File: src/rtl/approx_mul_pipe.sv
// Three-stage pipelined nibble-array multiplier with optional approximate mode
// that drops the lowest TRUNC partial-product diagonals. Define APPROX_MUL_ERRCNT_EN for err_cnt.
module approx_mul_pipe #(
   parameter int unsigned WIDTH = 8,
   parameter int unsigned TRUNC = 1
) (
   input  logic               clk,
   input  logic               rst,
   input  logic [WIDTH-1:0]   a,
   input  logic [WIDTH-1:0]   b,
   input  logic               approx,
   input  logic               in_valid,
   output logic               in_ready,
   output logic [2*WIDTH-1:0] prod,
   output logic               prod_approx,
   output logic               out_valid,
   input  logic               out_ready
`ifdef APPROX_MUL_ERRCNT_EN
   ,
   output logic [15:0]        err_cnt
`endif
);

   localparam int unsigned N  = WIDTH / 4;
   localparam int unsigned ND = 2 * N - 1;
   localparam int unsigned DW = 9 + $clog2(N);
   localparam int unsigned PW = 2 * WIDTH;

   logic [7:0]    pp_n [N][N];
   logic [7:0]    pp1  [N][N];
   logic          ap1, v1;
   logic [DW-1:0] ds_n [ND];
   logic [DW-1:0] ds2  [ND];
   logic          ap2, v2;
   logic [PW-1:0] ex_n, apx_n;
   logic          en;

   // Whole pipeline advances together; only a blocked output can stall it.
   assign en       = !(out_valid && !out_ready);
   assign in_ready = en;

   always_comb begin
      for (int unsigned i = 0; i < N; i++) begin
         for (int unsigned j = 0; j < N; j++) begin
            pp_n[i][j] = 8'(a[4*i +: 4]) * 8'(b[4*j +: 4]);
         end
      end
   end

   always_comb begin
      for (int unsigned d = 0; d < ND; d++) begin
         ds_n[d] = '0;
      end
      for (int unsigned i = 0; i < N; i++) begin
         for (int unsigned j = 0; j < N; j++) begin
            ds_n[i+j] = ds_n[i+j] + DW'(pp1[i][j]);
         end
      end
   end

   // Exact and truncated sums are both formed from the diagonal sums at S3 load.
   always_comb begin
      ex_n  = '0;
      apx_n = '0;
      for (int unsigned d = 0; d < ND; d++) begin
         ex_n = ex_n + (PW'(ds2[d]) << (4 * d));
         if (d >= TRUNC) begin
            apx_n = apx_n + (PW'(ds2[d]) << (4 * d));
         end
      end
   end

`ifdef APPROX_MUL_ERRCNT_EN
   logic mis3;
`endif

   always_ff @(posedge clk) begin
      if (rst) begin
         v1          <= 1'b0;
         v2          <= 1'b0;
         out_valid   <= 1'b0;
         prod        <= '0;
         prod_approx <= 1'b0;
`ifdef APPROX_MUL_ERRCNT_EN
         mis3        <= 1'b0;
         err_cnt     <= '0;
`endif
      end else if (en) begin
         v1        <= in_valid;
         v2        <= v1;
         out_valid <= v2;
         if (in_valid) begin
            pp1 <= pp_n;
            ap1 <= approx;
         end
         if (v1) begin
            ds2 <= ds_n;
            ap2 <= ap1;
         end
         if (v2) begin
            prod        <= ap2 ? apx_n : ex_n;
            prod_approx <= ap2;
`ifdef APPROX_MUL_ERRCNT_EN
            mis3        <= ap2 && (apx_n != ex_n);
`endif
         end
`ifdef APPROX_MUL_ERRCNT_EN
         if (out_valid && out_ready && mis3 && (err_cnt != '1)) begin
            err_cnt <= err_cnt + 16'd1;
         end
`endif
      end
   end

endmodule
File: config.mk
export PLATFORM = sky130hd
export DESIGN_NAME = approx_mul_pipe
export DESIGN_NICKNAME = d
export VERILOG_FILES = /design/src/rtl/approx_mul_pipe.sv
export SDC_FILE = /design/constraint.sdc
export NUM_CORES = 1
export LEC_CHECK = 0
export BUFFER_PORTS_ARGS = -buffer_cell sky130_fd_sc_hd__buf_2
export CAP_MARGIN = 20
export CORE_MARGIN = 4
export CORE_UTILIZATION = 40
export CTS_CLUSTER_SIZE = 28
export DETAILED_ROUTE_END_ITERATION = 10
export GPL_ROUTABILITY_DRIVEN = 0
export SETUP_SLACK_MARGIN = 0.1
export SLEW_MARGIN = 20
export SYNTH_ARGS = -nofsm -noshare
export SYNTH_HDL_FRONTEND = slang
export SYNTH_SLANG_ARGS = --single-unit
File: constraint.sdc
create_clock -name clk -period 2.35 [get_ports clk]
set_input_delay 0.1175 -clock clk [delete_from_list [all_inputs] [get_ports clk]]
set_output_delay 0.1175 -clock clk [all_outputs]
set_load 0.1 [all_outputs]
## Word level (Yosys, flattened, before mapping)

Cells that the tools add are included.
W data, S select, Z words.

- Word-level logic and storage cells: 31
- Register bits after elaboration: 80
- Bits of input ports: 21

- Multipliers: 4
- Muxes and demuxes: 1
- Bitwise operators: 2
- Add/subtract/negate cells: 4
- Reductions and logical operators: 6

Operators with widths:

| cell | number |
|---|---|
| $mul A4 B4 Y8 | 4 |
| $add A14 B16 Y16 | 1 |
| $add A15 B16 Y16 | 1 |
| $mux W16 | 1 |
| $add A8 B14 Y15 | 1 |
| $add A8 B8 Y9 | 1 |
| $reduce_and A3 Y1 | 2 |
| $logic_not A1 Y1 | 2 |
| $not A1 Y1 | 2 |
| $reduce_and A2 Y1 | 1 |
| $logic_and A1 B1 Y1 | 1 |

## Depth between registers and ports, before layout

- Word-level depth: 4
- Depth in mapped cells: 11

## Worst setup path before layout

OpenSTA, ideal clock, no wires.

- Path type: reg2reg
- Start point: register out_valid
- End point: register ap1 (enable)
- Stages on the path, launching flop included: 4
- Arrival: 2.596 ns
- Setup time: 0.393 ns
- Path slack: -0.640 ns
- Buffers on the path: 0
- Cells stage by stage: dfxtp_1 nor2b_1 inv_1 and3_1

- Word-level cells in the longest chain between the ends: 3

Ends and longest elaborated chain:

| element | line | text |
|---|---|---|
| from (decl) | 16 | `output logic out_valid,` |
| from (signal assigned) | 91 | `out_valid <= v2;` |
| $logic_and A1 B1 Y1 | 39 | `assign en = !(out_valid && !out_ready);` |
| $not A1 Y1 (no line) | -- |  |
| $reduce_and A3 Y1 (no line) | -- |  |
| to (signal assigned) | 94 | `ap1 <= approx;` |
| to (decl) | 31 | `logic ap1, v1;` |

Every way passes these cells.
A chain may end at the register's enable or synchronous reset.

==> impl_metrics.tcl <==
set metrics [dict create \
    status "finished clean" \
    powerDensity_mw_per_mm2 642 \
    cts_tree "yes" \
    layout-drive-gt1-share_pct 22.0 \
    cts_buffers 9 \
    finalSetupViolCount 0 \
    synth.area.top_cells "edfxtp_1, ha_1, dfxtp_1" \
    dr.pass1.iters 4 \
    cp-start-kind "input pin" \
    arrival_ns 2.33 \
    cts_root_buf "clkbuf_16" \
    antenna_found_initial 0 \
    r2r_start "ds2[1]" \
    cp_max_fo 4 \
    timing.setup.tns_ns 0 \
    numClockSinks 79 \
    final_net_count 636 \
    slew_violations 0 \
    post-route-drc-count 0 \
    grt_pass1_wl_mm 16.0 \
    syn_area_mm2 0.00496 \
    path_cells "buf_4, nand2_2, fa_1, inv_1, fa_1, buf_4, fa_1, a21oi_2, nor2_1, nor2_1, xnor2_1" \
    crit_top_cell "fa_1" \
    intPower_mw 2.84 \
    clk_path_buf_depth 2 \
    max_stage_delay_ns 0.53 \
    tightest_slew_ns 0.728 \
    vias 3313 \
    fin_area_mm2 0.00610 \
    clk_latency_ns 0.33 \
    crit_slowest_cell "fa_1" \
    vdd_ir_drop_max_mv 0.351 \
    placed_area_mm2 0.00566 \
    core_area_mm2 0.0121 \
    synth_seq_area_share_pct 43.8 \
    min_from "in_valid" \
    leakage_nw 2.70 \
    antenna_left 0 \
    ys.warnings.count 0 \
    rows 40 \
    seqPwrFrac_pct 42.3 \
    drt_wl_total_mm 9.28 \
    synth.top_cell.area_share_pct 35.7 \
    criticalPathCategory "in2reg" \
    fmax_mhz 443 \
    avgSynthCellArea_um2 11.1 \
    power_mw 3.92 \
    syn_to_final_growth_pct 23.0 \
    switching_share_pct 27.4 \
    clkPwrFrac_pct 34.4 \
    drt_iter0_markers 173 \
    skew_ns 0.00649 \
    htreeDepth 3 \
    max_slew_margin_pct 51.5 \
    utilization_pct 50.6 \
    hold_viol_final 0 \
    grt_start_max_net_pins 34 \
    grt_pass1_vias 3420 \
    routed_via_density 4.71 \
    die_area_mm2 0.0142 \
    switchingPower_mw 1.07 \
    syn_inst 448 \
    portBuffers 39 \
    grt_overflow 0 \
    power_frac_comb_pct 23.3 \
    syn-num-nets 553 \
    antenna_cells 0 \
    ys_types 38 \
    required_ns 2.43 \
    rsz0062_at_grt "yes" \
    initial_core_util_pct 41.1 \
    max_cap_violations 0 \
    ys_ff_latch 79 \
    period_needed_ns 2.26 \
    post_drt_wl_per_cell_um 13.2 \
    die_w_um 119 \
    worstSetupEndpointType "flip-flop" \
    critPathLaunch "a[4]" \
    grtUsageTotal_pct 13.8 \
    period_share_pct 96.0 \
    die_h_um 119 \
    clk_pin_slew_ns 0.06 \
    place_hpwl_mm 7.25 \
    yosysTopAreaCell "edfxtp_1" \
    io_pins 40 \
    hold_path_class "in2reg" \
]
power by group through the flow:
stage	Sequential, mW	Combinational (mW)	Clock, mW
2_1_floorplan	1.77	0.519	0
3_3_place_gp	1.69	0.857	0
3_5_place_dp	1.69	0.873	0
4_1_cts	1.66	0.887	1.38
5_1_grt	1.67	1.03	1.44
6_report	1.66	0.912	1.35
final cells by class:
class,instances,area [um^2]
clock buffers,10,229
clock inverters,6,61.3
fillers,1105,5960
inverters,37,143
multi-input cells,326,2730
flip-flops and latches,79,2180
well taps,168,210
repair buffers,78,558
path summary, 6_finish.rpt:
check	to	slack, ns	cells past startpoint
max	pp1[6]	0.09	11
max reg2reg	prod[13]	0.23	6
min	v1	0.06	3
min reg2reg	ds2[3]	0.42	0
cell families (layout without fill, tap and decap cells):
group / after synthesis / count (layout) / share of synthesized area [%]
AND/OR/NAND/NOR: 132 / 132 / 13.3
adder cells (fa/ha/maj): 84 / 84 / 24.1
AO/OA/AOI/OAI: 81 / 81 / 10.2
flip-flops: 79 / 79 / 43.8
buffers and inverters: 43 / 131 / 3.33
XOR/XNOR: 25 / 25 / 4.41
multiplexers: 4 / 4 / 0.807
cell usage in the layout (no fill, tap or decap), drive strengths merged, types with 5 or more instances in the layout:
cell / count
buf: 77
a21o: 11
nor2: 23
nand3: 5
inv: 36
nand2: 42
a21oi: 30
a211oi: 8
ha: 65
edfxtp: 59
and2: 46
clkbuf: 10
fa: 19
dfxtp: 20
o21ai: 12
xnor2: 22
per-layer routing:
metal | GRT usage (%) | wire length [um]
met1 | 18.8 | 4570
met2 | 22.4 | 4230
met3 | 2.94 | 382
met4 | 3.65 | 99
met5 | 0 | 0
worst max-delay path: cells and delay by family:
kind            cells  cell delay [ns]
compound gates      1             0.15
xor+xnor            1             0.08
fa+ha+maj           3             1.46
buf+inv             3             0.32
simple gates        3             0.21
Yosys cell counts:
| library cell | n |
|---|---|
| fa_1 | 19 |
| a211oi_1 | 8 |
| nand2_1 | 42 |
| nand3b_1 | 4 |
| nor3_1 | 2 |
| edfxtp_1 | 59 |
| or3_1 | 3 |
| nor2b_1 | 2 |
| nor2_1 | 23 |
| mux2i_1 | 4 |
| o31ai_1 | 2 |
| a311o_1 | 1 |
| buf_4 | 1 |
| o21a_1 | 3 |
| xor2_1 | 3 |
| xnor2_1 | 22 |
| dfxtp_1 | 20 |
| nand2b_1 | 1 |
| nand4_1 | 1 |
| o21ai_0 | 12 |
| a21o_1 | 8 |
| a31oi_1 | 3 |
| o21bai_1 | 4 |
| ha_1 | 65 |
| a211o_1 | 1 |
| nand3_1 | 5 |
| o211ai_1 | 1 |
| o22ai_1 | 2 |
| a2111o_1 | 1 |
| a21o_2 | 3 |
| and2_1 | 46 |
| buf_1 | 1 |
| a21boi_0 | 2 |
| a21oi_1 | 30 |
| or4_2 | 1 |
| and3_1 | 2 |
| inv_1 | 37 |
| clkbuf_1 | 4 |
flip-flops by register name (all words and copies together), names as in the netlist:
name and count:
out_valid 1, v1 1, ds2 25, v2 1, prod 16, ap1 1, pp1 32, ap2 1
prod_approx 1
stage by stage:
stage          hold WS (ns)  setup WS [ns]  instances
2_1_floorplan         0.216        0.00211        448
3_3_place_gp          0.299         -0.260        683
3_5_place_dp          0.299         -0.297        683
4_1_cts              0.0509          0.105        700
5_1_grt              0.0833       -0.00530        704
6_report             0.0568         0.0940        704
what timing repair did:
item | CTS | global route
hold buffers | 1 | 0
endpoints found under the setup margin | 5 | 9
gates cloned | 0 | 0
pin swaps | 0 | 15
resized for setup | 2 | 33
hold endpoints to repair | 1 | 0
buffers inserted | 0 | 4
Power figures use the tool's default switching activity.
